**src/rtl/camera_stream_if.sv**
```systemverilog
// Parallel camera stream bundle: Bayer-style pixel data plus framing strobes
// and frame bookkeeping, as consumed by the capture path.
interface camera_stream_if;
    logic [9:0]  pix_d;
    logic        fval;
    logic        lval;
    logic        frame_done;
    logic [15:0] frame_count;

    modport master (output pix_d, fval, lval, frame_done, frame_count);
    modport slave  (input  pix_d, fval, lval, frame_done, frame_count);
endinterface

```
**src/rtl/camera_stream_gen.sv**
```systemverilog
// Synthetic camera pixel source: emits FVAL/LVAL framed 10-bit test patterns,
// one pixel per clock, standing in for the MIPI bridge during bring-up.
module camera_stream_gen #(
    parameter int H_ACTIVE = 640,
    parameter int H_BLANK  = 160,
    parameter int V_ACTIVE = 480,
    parameter int V_FRONT  = 20,
    parameter int FV_SETUP = 16,
    parameter int FV_HOLD  = 16
) (
    input  logic              clk,
    input  logic              reset,
    input  logic              enable,
    input  logic [1:0]        pattern,
    camera_stream_if.master   stream
);
    localparam int LINE_LEN = H_ACTIVE + H_BLANK;
    localparam int VB_LEN   = V_FRONT * LINE_LEN;
    localparam int MAX_A    = (H_ACTIVE > V_ACTIVE) ? H_ACTIVE : V_ACTIVE;
    localparam int MAX_B    = (FV_SETUP > FV_HOLD) ? FV_SETUP : FV_HOLD;
    localparam int MAX_C    = (MAX_A > MAX_B) ? MAX_A : MAX_B;
    localparam int MAX_D    = (MAX_C > H_BLANK) ? MAX_C : H_BLANK;
    localparam int MAX_V    = (MAX_D > VB_LEN) ? MAX_D : VB_LEN;
    localparam int CW       = $clog2(MAX_V + 1);

    typedef enum logic [2:0] {IDLE, SETUP, LINE, HBLANK, HOLD, VBLANK} state_t;

    state_t        state_q, state_n;
    logic [CW-1:0] x_q, x_n, y_q, y_n, blank_q, blank_n;
    logic [1:0]    pat_q, pat_n;
    logic [9:0]    pix_q, pix_n, xt, yt;
    logic          fval_q, fval_n, lval_q, lval_n, done_q, done_n;
    logic [15:0]   count_q;

    always_comb begin
        state_n = state_q;
        x_n     = x_q;
        y_n     = y_q;
        blank_n = blank_q;
        pat_n   = pat_q;
        case (state_q)
            IDLE: begin
                if (enable) begin
                    state_n = SETUP;
                    blank_n = CW'(FV_SETUP - 1);
                    y_n     = '0;
                    pat_n   = pattern;
                end
            end
            SETUP: begin
                if (blank_q == '0) begin
                    state_n = LINE;
                    x_n     = '0;
                end else begin
                    blank_n = blank_q - CW'(1);
                end
            end
            LINE: begin
                if (x_q == CW'(H_ACTIVE - 1)) begin
                    if (y_q < CW'(V_ACTIVE - 1)) begin
                        state_n = HBLANK;
                        blank_n = CW'(H_BLANK - 1);
                    end else begin
                        state_n = HOLD;
                        blank_n = CW'(FV_HOLD - 1);
                    end
                end else begin
                    x_n = x_q + CW'(1);
                end
            end
            HBLANK: begin
                if (blank_q == '0) begin
                    state_n = LINE;
                    x_n     = '0;
                    y_n     = y_q + CW'(1);
                end else begin
                    blank_n = blank_q - CW'(1);
                end
            end
            HOLD: begin
                if (blank_q == '0) begin
                    state_n = VBLANK;
                    blank_n = CW'(VB_LEN - 1);
                end else begin
                    blank_n = blank_q - CW'(1);
                end
            end
            VBLANK: begin
                // enable is only honoured here and in IDLE, so a frame always runs to completion
                if (blank_q == '0) begin
                    if (enable) begin
                        state_n = SETUP;
                        blank_n = CW'(FV_SETUP - 1);
                        y_n     = '0;
                        pat_n   = pattern;
                    end else begin
                        state_n = IDLE;
                    end
                end else begin
                    blank_n = blank_q - CW'(1);
                end
            end
            default: state_n = IDLE;
        endcase
    end

    // Outputs are derived from the next state so the registered strobes line up with the FSM.
    always_comb begin
        xt     = 10'(x_n);
        yt     = 10'(y_n);
        fval_n = (state_n != IDLE) && (state_n != VBLANK);
        lval_n = (state_n == LINE);
        done_n = (state_q == HOLD) && (state_n == VBLANK);
        pix_n  = '0;
        if (lval_n) begin
            case (pat_n)
                2'd0:    pix_n = xt;
                2'd1:    pix_n = yt;
                2'd2:    pix_n = (xt[3] ^ yt[3]) ? '1 : '0;
                default: pix_n = 10'h200;
            endcase
        end
    end

    always_ff @(posedge clk) begin
        if (reset) begin
            state_q <= IDLE;
            x_q     <= '0;
            y_q     <= '0;
            blank_q <= '0;
            pat_q   <= '0;
            pix_q   <= '0;
            fval_q  <= 1'b0;
            lval_q  <= 1'b0;
            done_q  <= 1'b0;
            count_q <= '0;
        end else begin
            state_q <= state_n;
            x_q     <= x_n;
            y_q     <= y_n;
            blank_q <= blank_n;
            pat_q   <= pat_n;
            pix_q   <= pix_n;
            fval_q  <= fval_n;
            lval_q  <= lval_n;
            done_q  <= done_n;
            if (done_n) begin
                count_q <= count_q + 16'd1;
            end
        end
    end

    assign stream.pix_d       = pix_q;
    assign stream.fval        = fval_q;
    assign stream.lval        = lval_q;
    assign stream.frame_done  = done_q;
    assign stream.frame_count = count_q;
endmodule

```
**src/flat_wrapper.sv**
```systemverilog
// flat-port wrapper written by rule: the top's interface ports become plain ports
module camera_stream_gen_flat 
#(
    parameter int H_ACTIVE = 640,
    parameter int H_BLANK  = 160,
    parameter int V_ACTIVE = 480,
    parameter int V_FRONT  = 20,
    parameter int FV_SETUP = 16,
    parameter int FV_HOLD  = 16
)
  (clk, reset, enable, pattern, stream_pix_d, stream_fval, stream_lval, stream_frame_done, stream_frame_count);
  camera_stream_if stream_i ();
  input  logic clk;
  input  logic reset;
  input  logic enable;
  input  logic [1:0] pattern;
  output wire logic [$bits(stream_i.pix_d)-1:0] stream_pix_d;
  output wire logic [$bits(stream_i.fval)-1:0] stream_fval;
  output wire logic [$bits(stream_i.lval)-1:0] stream_lval;
  output wire logic [$bits(stream_i.frame_done)-1:0] stream_frame_done;
  output wire logic [$bits(stream_i.frame_count)-1:0] stream_frame_count;
  assign stream_pix_d = stream_i.pix_d;
  assign stream_fval = stream_i.fval;
  assign stream_lval = stream_i.lval;
  assign stream_frame_done = stream_i.frame_done;
  assign stream_frame_count = stream_i.frame_count;
  camera_stream_gen #(.H_ACTIVE(H_ACTIVE), .H_BLANK(H_BLANK), .V_ACTIVE(V_ACTIVE), .V_FRONT(V_FRONT), .FV_SETUP(FV_SETUP), .FV_HOLD(FV_HOLD)) u_core (.clk(clk), .reset(reset), .enable(enable), .pattern(pattern), .stream(stream_i));
endmodule
```
**config.mk**
```make
export PLATFORM = sky130hd
export DESIGN_NAME = camera_stream_gen_flat
export DESIGN_NICKNAME = d
export VERILOG_FILES = /design/src/rtl/camera_stream_if.sv /design/src/rtl/camera_stream_gen.sv /design/src/flat_wrapper.sv
export SDC_FILE = /design/constraint.sdc
export NUM_CORES = 1
export LEC_CHECK = 0
export ABC_AREA = 1
export CORE_ASPECT_RATIO = 0.6
export CORE_MARGIN = 8
export CORE_UTILIZATION = 47
export CTS_BUF_LIST = sky130_fd_sc_hd__clkbuf_4 sky130_fd_sc_hd__clkbuf_8 sky130_fd_sc_hd__clkbuf_16
export CTS_CLUSTER_SIZE = 24
export DETAILED_ROUTE_END_ITERATION = 6
export PLACE_DENSITY_LB_ADDON = 0.15
export SETUP_SLACK_MARGIN = 0.3
export SKIP_LAST_GASP = 1
export SLEW_MARGIN = 5
export SYNTH_ARGS = -nofsm -noshare
export SYNTH_HDL_FRONTEND = slang
export SYNTH_SLANG_ARGS = --single-unit
```
**constraint.sdc**
```tcl
create_clock -name clk -period 3.7 [get_ports clk]
set_clock_uncertainty 0.1 [all_clocks]
set_input_delay 0.37 -clock clk [delete_from_list [all_inputs] [get_ports clk]]
set_output_delay 0.37 -clock clk [all_outputs]
set_load 0.02 [all_outputs]
```
==> metrics.txt, run 1 <==
status=completed; terminus of the critical flop-to-flop path=u_core.stream.frame_count[0]; critical path start-end classification=reg -> reg; Starting Density=48.11%; Cell Rows=28; CTS root buf=sky130_fd_sc_hd__clkbuf_16; required time at the endpoint of the critical path=3.80 ns; total congestion overflow after global routing=0; clock transition at the register clock pins on the worst setup and hold paths after CTS=0.06 ns; total non-filler cell area in the finished layout=5444 um^2; total clock buffers created by CTS=9; highest-count cells in the layout ignoring fill and taps=sky130_fd_sc_hd__nand2_1 (188), sky130_fd_sc_hd__inv_1 (96), sky130_fd_sc_hd__nor2_1 (84); share of the synthesized netlist area taken by xor and xnor gates=3.340%; cell depth of the worst flop-to-flop path=13; fillcell total=984; mean instance size in the synthesized netlist=6.301 um^2; Worst Setup End Kind=register; relative area change from synthesis to final layout=15.35%; share of cell area taken by muxes after synthesis=0%; dominant combinational cell family by area after synthesis=simple AND/OR/NAND/NOR gates; predominant post-synthesis flop cell=sky130_fd_sc_hd__dfxtp_1; number of synthesis warnings=0; overall via count from detail_route=4856; max-slew violations=0; half-perimeter wire length of the detailed placement result=9385 um; number of antenna violations at the first check in global routing=0; aggregate routed wire length=12700 um; fraction of layout instances using a drive strength above 1=8.568%; overall die width=145.4 um; via count of the first global-routing pass=4581; max-cap violations=0; syn_nets=758; worst reg2reg setup slack=0.86 ns; period utilization=76.87%; synthesized-area fraction occupied by and/or/nand/nor cells=37.91%; worst slew pin tran=0.5906 ns; overall die area=13610 um^2; final layout net count=786; post-detailed-route via-to-cell ratio=5.296; Min Clock Period, post-route=2.844 ns; Syn Inst Count=749; post-CTS resize count=0; Arrival @ worst endpoint=2.94 ns; routed wire length per instance=13.84 um; most frequent standard cell in the layout excluding fill and tap cells=sky130_fd_sc_hd__nand2_1; Pwr Density=604.1 nW/um^2; FFs w/ async S/R, synth=0%; 1st-iter DRT viols=455; # port buffers=33; min-delay worst type=reg -> reg; Post-CTS Repair Setup Buffers=0; hold-fix buffers at CTS=0; # IOs=34; CTS tree=built; Hold Path Stages=1; achievable frequency=0.3516 GHz; core box area=9809 um^2; complex-gate fraction of the synthesized area=14.61%; post-synthesis register bit count=76; Synth cell types=42; wire length of the first global-routing pass=21620 um; post-route setup TNS=0 ns; maximum resistive drop on vdd=284.6 uV; setup repair after global routing missed its margin=no; hold-critical path endpoint=u_core.y_q[13]; all-layer global routing usage=19.24%; count of flip-flops with a built-in enable after synthesis=0; worst min-delay path startpoint=u_core.y_q[13]; drt first pass iters=5; sequential element share of the synthesized area=32.24%; Max Root-Sink Buffers=2; Worst slew margin=60.21%; adder-cell area share of the yosys netlist=1.060%; Inserted Diodes=0; type of element launching the critical path=register; floorplan die height=93.62 um; H-tree depth=3; synthesized cell area=4720 um^2; final setup vio count=0; pin count of the biggest net entering global routing=50; number of routed nets with antenna violations=0; global placer's final weighted congestion=0.9066; clock network latency to the later pin of the worst-skew pair=0.34 ns; cell leakage power=2.310 nW; cell area after placement=5132 um^2; start of the worst register-to-register path=u_core.blank_q[0]; DRC errors left=0; Sinks on Clock Net=76; Critical Path Fanout Max=22; endpoints failing hold=0
## worst max-delay path, stage by stage (launching register included)
cell	delay [ns]
sky130_fd_sc_hd__dfxtp_1	0.32
sky130_fd_sc_hd__inv_1	0.15
sky130_fd_sc_hd__ha_1	0.22
sky130_fd_sc_hd__nand2_1	0.14
sky130_fd_sc_hd__nor2_4	0.21
sky130_fd_sc_hd__nand2_2	0.31
sky130_fd_sc_hd__inv_2	0.27
sky130_fd_sc_hd__nand3_1	0.15
sky130_fd_sc_hd__nand2_1	0.12
sky130_fd_sc_hd__nand3_2	0.24
sky130_fd_sc_hd__nand2_2	0.16
sky130_fd_sc_hd__inv_2	0.12
sky130_fd_sc_hd__nand3_1	0.10
sky130_fd_sc_hd__a21oi_1	0.08
## sequential cells by signal (all words and copies together) (netlist names)
signal	flops
u_core.stream.pix_d	10
u_core.state_q	3
u_core.stream.fval	1
u_core.stream.frame_done	1
u_core.x_q	14
u_core.y_q	14
u_core.stream.lval	1
u_core.stream.frame_count	16
u_core.pat_q	2
u_core.blank_q	14
## layout make-up
class                      instances  area, um^2  area share, %
multi-input combinational        545        2686          49.35
sequential                        76        1521          27.95
inverter                         110       415.4          7.630
timing repair buffer              35       340.3          6.251
clock buffer                      11       252.7          4.643
tap                              135       168.9          3.103
clock inverter                     5       58.81          1.080
## Yosys cell counts (2+ instances only)
library cell	n	share of area, %
sky130_fd_sc_hd__nor3_1	13	1.4
sky130_fd_sc_hd__nand2_1	188	15
sky130_fd_sc_hd__nand4_1	11	1.5
sky130_fd_sc_hd__buf_2	5	0.53
sky130_fd_sc_hd__buf_6	3	0.72
sky130_fd_sc_hd__nand3b_1	4	0.64
sky130_fd_sc_hd__nand3_2	4	0.85
sky130_fd_sc_hd__clkbuf_1	9	0.72
sky130_fd_sc_hd__xnor2_1	3	0.56
sky130_fd_sc_hd__nor2_2	7	0.93
sky130_fd_sc_hd__a21oi_1	56	5.9
sky130_fd_sc_hd__nor2_1	84	6.7
sky130_fd_sc_hd__inv_2	13	1.0
sky130_fd_sc_hd__o211ai_1	3	0.48
sky130_fd_sc_hd__o31ai_1	2	0.32
sky130_fd_sc_hd__inv_1	96	7.6
sky130_fd_sc_hd__o32ai_1	2	0.37
sky130_fd_sc_hd__nor2_4	7	1.7
sky130_fd_sc_hd__dfxtp_1	76	32
sky130_fd_sc_hd__nand3_1	65	6.9
sky130_fd_sc_hd__nand2_2	11	1.5
sky130_fd_sc_hd__o21bai_1	3	0.48
sky130_fd_sc_hd__a31oi_1	6	0.80
sky130_fd_sc_hd__ha_1	4	1.1
sky130_fd_sc_hd__xor2_1	15	2.8
sky130_fd_sc_hd__o21ai_0	42	4.5
sky130_fd_sc_hd__o21ai_1	2	0.21
## metal layers
metal	global-route usage (%)	wire, um
met3	4.581	866
met5	0	0
met2	29.30	5255
met1	26.83	6442
met4	4.737	130
## kinds of logic (layout without fill, tap and decap cells)
family,after synthesis,in the layout
AND/OR/NAND/NOR,399,399
flip-flops,76,76
XOR/XNOR,18,18
AO/OA/AOI/OAI,124,124
adder cells (fa/ha/maj),4,4
buffers and inverters,128,161
## worst max path at each step
stage / slack (ns) / endpoint / cells past startpoint / start
6_report: 0.86 / u_core.stream.frame_count[0] / 13 / u_core.blank_q[0]
3_3_place_gp: 1.04 / u_core.stream.frame_count[11] / 15 / u_core.blank_q[0]
3_5_place_dp: 0.94 / u_core.stream.frame_count[0] / 13 / u_core.blank_q[0]
5_1_grt: 0.56 / u_core.stream.frame_count[11] / 15 / u_core.blank_q[0]
4_1_cts: 0.90 / u_core.stream.frame_count[0] / 13 / u_core.blank_q[0]
2_1_floorplan: 1.68 / u_core.stream.frame_count[15] / 15 / u_core.blank_q[0]
## metrics by stage
step,instances,utilization [%],hold WS (ns),power [mW],setup slack [ns]
floorplan,749,-,0.3286,2.089,1.677
global placement,901,52.32,0.3477,2.332,1.040
detailed placement,901,52.32,0.3745,2.357,0.9395
CTS,917,55.50,0.3837,3.282,0.8975
global route,917,55.50,0.4011,3.523,0.5604
finish,917,55.50,0.3789,3.289,0.8558
## report_power, final
part	switching [mW]	total, mW	internal [mW]	leakage, nW
registers	0.0954	1.00	0.906	0.615
clock network	0.355	0.915	0.560	0.148
logic	0.962	1.37	0.411	1.55
No activity file was read; power rests on OpenSTA's default activity.
==> inputs of run 2 (changes only) <==
==> constraint.sdc (replaced) <==
create_clock -name clk -period 2.97 [get_ports clk]
set_clock_uncertainty 0.1 [all_clocks]
set_input_delay 0.297 -clock clk [delete_from_list [all_inputs] [get_ports clk]]
set_output_delay 0.297 -clock clk [all_outputs]
set_load 0.02 [all_outputs]
==> run 2 against run 1 <==
  * Flip-flop and latch count unchanged
  * Sequential share of layout area decreased by 0.34 points
  * Count of clock-buffer cells in the layout unchanged
  * The run now ends with DRC left
  * First-iteration DRC count increased by 21%
==> metrics.txt, run 2 (same netlist as run 1, synthesis figures left out) <==
status=complete, but fails checks; violations in the final reports=DRC; Cell Rows=28; fillcell total=967; floorplan die height=93.62 um; number of antenna violations at the first check in global routing=0; worst slew pin tran=0.5534 ns; Worst slew margin=63.07%; max reg flops=16; aggregate routed wire length=13030 um; drt first pass iters=7; worst-case hold slack=0.3144 ns; Sinks on Clock Net=76; final layout net count=795; setup repair after global routing missed its margin=no; part of the power in the clock network=26.5%; 1st-iter DRT viols=552; Worst Setup End Kind=register; Pwr Density=764.5 nW/um^2; final setup vio count=0; total power consumption of the routed design=4.212 mW; overall via count from detail_route=4885; total congestion overflow after global routing=0; DRC errors left=2; Min Clock Period, post-route=2.428 ns; half-perimeter wire length of the detailed placement result=9821 um; period utilization=81.74%; via count of the first global-routing pass=4418; endpoints failing hold=0; cell leakage power=2.351 nW; combinational fraction of design power=43.8%; routed wire length per instance=14.07 um; Sw Ratio=42.64%; post-route setup TNS=0 ns; post-detailed-route via-to-cell ratio=5.275; min-delay worst type=in -> reg; pin count of the biggest net entering global routing=27; achievable frequency=0.4119 GHz; overall die width=145.4 um; overall die area=13610 um^2; clock transition at the register clock pins on the worst setup and hold paths after CTS=0.06 ns; number of routed nets with antenna violations=0; most frequent standard cell in the layout excluding fill and tap cells=sky130_fd_sc_hd__nand2_1; H-tree depth=3; # IOs=34; highest-count cells in the layout ignoring fill and taps=sky130_fd_sc_hd__nand2_1 (188), sky130_fd_sc_hd__inv_1 (95), sky130_fd_sc_hd__nor2_1 (84); # port buffers=33; core box area=9809 um^2; CTS tree=built; critical path start-end classification=reg -> reg; relative area change from synthesis to final layout=16.75%; hold-fix buffers at CTS=0; net switching power figure=1.796 mW; Cell Int Power=2.416 mW; post-layout utilization of the core=56.17%; total clock buffers created by CTS=9; maximum resistive drop on vdd=383.9 uV; wire length of the first global-routing pass=21670 um; relative contribution of sequential cells to total power=29.7%; Critical Path Fanout Max=13; all-layer global routing usage=19.38%; max-cap violations=0; clock network latency to the later pin of the worst-skew pair=0.34 ns; Inserted Diodes=0; CTS root buf=sky130_fd_sc_hd__clkbuf_16; type of element launching the critical path=register; Max Root-Sink Buffers=2; max-slew violations=0; global placer's final weighted congestion=0.9243; required time at the endpoint of the critical path=3.10 ns; Arrival @ worst endpoint=2.56 ns; fraction of layout instances using a drive strength above 1=9.735%; Starting Density=48.11%
[run 2: worst paths after layout]
check / endpoint / cells past startpoint / startpoint / slack [ns]
max: u_core.stream.frame_count[11] / 15 / u_core.blank_q[0] / 0.54
min: u_core.stream.frame_done / 2 / reset / 0.31
max reg2reg: u_core.stream.frame_count[11] / 15 / u_core.blank_q[0] / 0.54
min reg2reg: u_core.y_q[13] / 1 / u_core.y_q[13] / 0.38
[run 2: power groups by stage]
stage,Clock (mW),Combinational (mW),Sequential [mW]
2_1_floorplan,0,1.35,1.25
3_3_place_gp,0,1.66,1.26
3_5_place_dp,0,1.68,1.27
4_1_cts,1.14,1.69,1.25
5_1_grt,1.19,2.05,1.27
6_report,1.12,1.85,1.25
[run 2: repair_timing]
action / in CTS / in global routing
gates resized for setup: 0 / 3
hold endpoints to repair: 0 / 0
endpoints found under the setup margin: 0 / 24
buffers inserted: 0 / 6
[run 2: critical path, cell delays in order (launching register included)]
cell	delay, ns
sky130_fd_sc_hd__dfxtp_1	0.32
sky130_fd_sc_hd__inv_2	0.10
sky130_fd_sc_hd__ha_1	0.19
sky130_fd_sc_hd__nand2_1	0.13
sky130_fd_sc_hd__nor2_4	0.16
sky130_fd_sc_hd__nand2_4	0.11
sky130_fd_sc_hd__inv_2	0.17
sky130_fd_sc_hd__nand3_1	0.16
sky130_fd_sc_hd__nand2_1	0.16
sky130_fd_sc_hd__nand3_2	0.24
sky130_fd_sc_hd__nand2_2	0.15
sky130_fd_sc_hd__inv_2	0.11
sky130_fd_sc_hd__nand2_1	0.08
sky130_fd_sc_hd__nand2_1	0.05
sky130_fd_sc_hd__inv_1	0.05
sky130_fd_sc_hd__nor2_1	0.04
[run 2: area by class of cell]
| class | instances | area (um^2) | area share [%] |
|---|---|---|---|
| tap | 135 | 168.9 | 3.065 |
| inverter | 110 | 415.4 | 7.539 |
| multi-input combinational | 545 | 2691 | 48.84 |
| clock inverter | 5 | 61.31 | 1.113 |
| clock buffer | 11 | 240.2 | 4.360 |
| timing repair buffer | 44 | 411.6 | 7.470 |
| sequential | 76 | 1521 | 27.61 |
[run 2: stage by stage]
stage	instances	instance area, um^2	worst slack, ns
global route	926	5510	0.3025
finish	926	5510	0.5423
floorplan	749	4720	0.9468
CTS	920	5456	0.3970
global placement	904	5155	0.5244
detailed placement	904	5155	0.4152
[run 2: routing by layer]
metal | global-route usage (%) | vias to the layer above | part of all wire [%]
met5 | 0 | - | 0
met4 | 4.823 | 0 | 1.0
met2 | 27.52 | 173 | 41
met1 | 28.55 | 2215 | 51
met3 | 4.532 | 14 | 7.5
li1 | - | 2483 | -
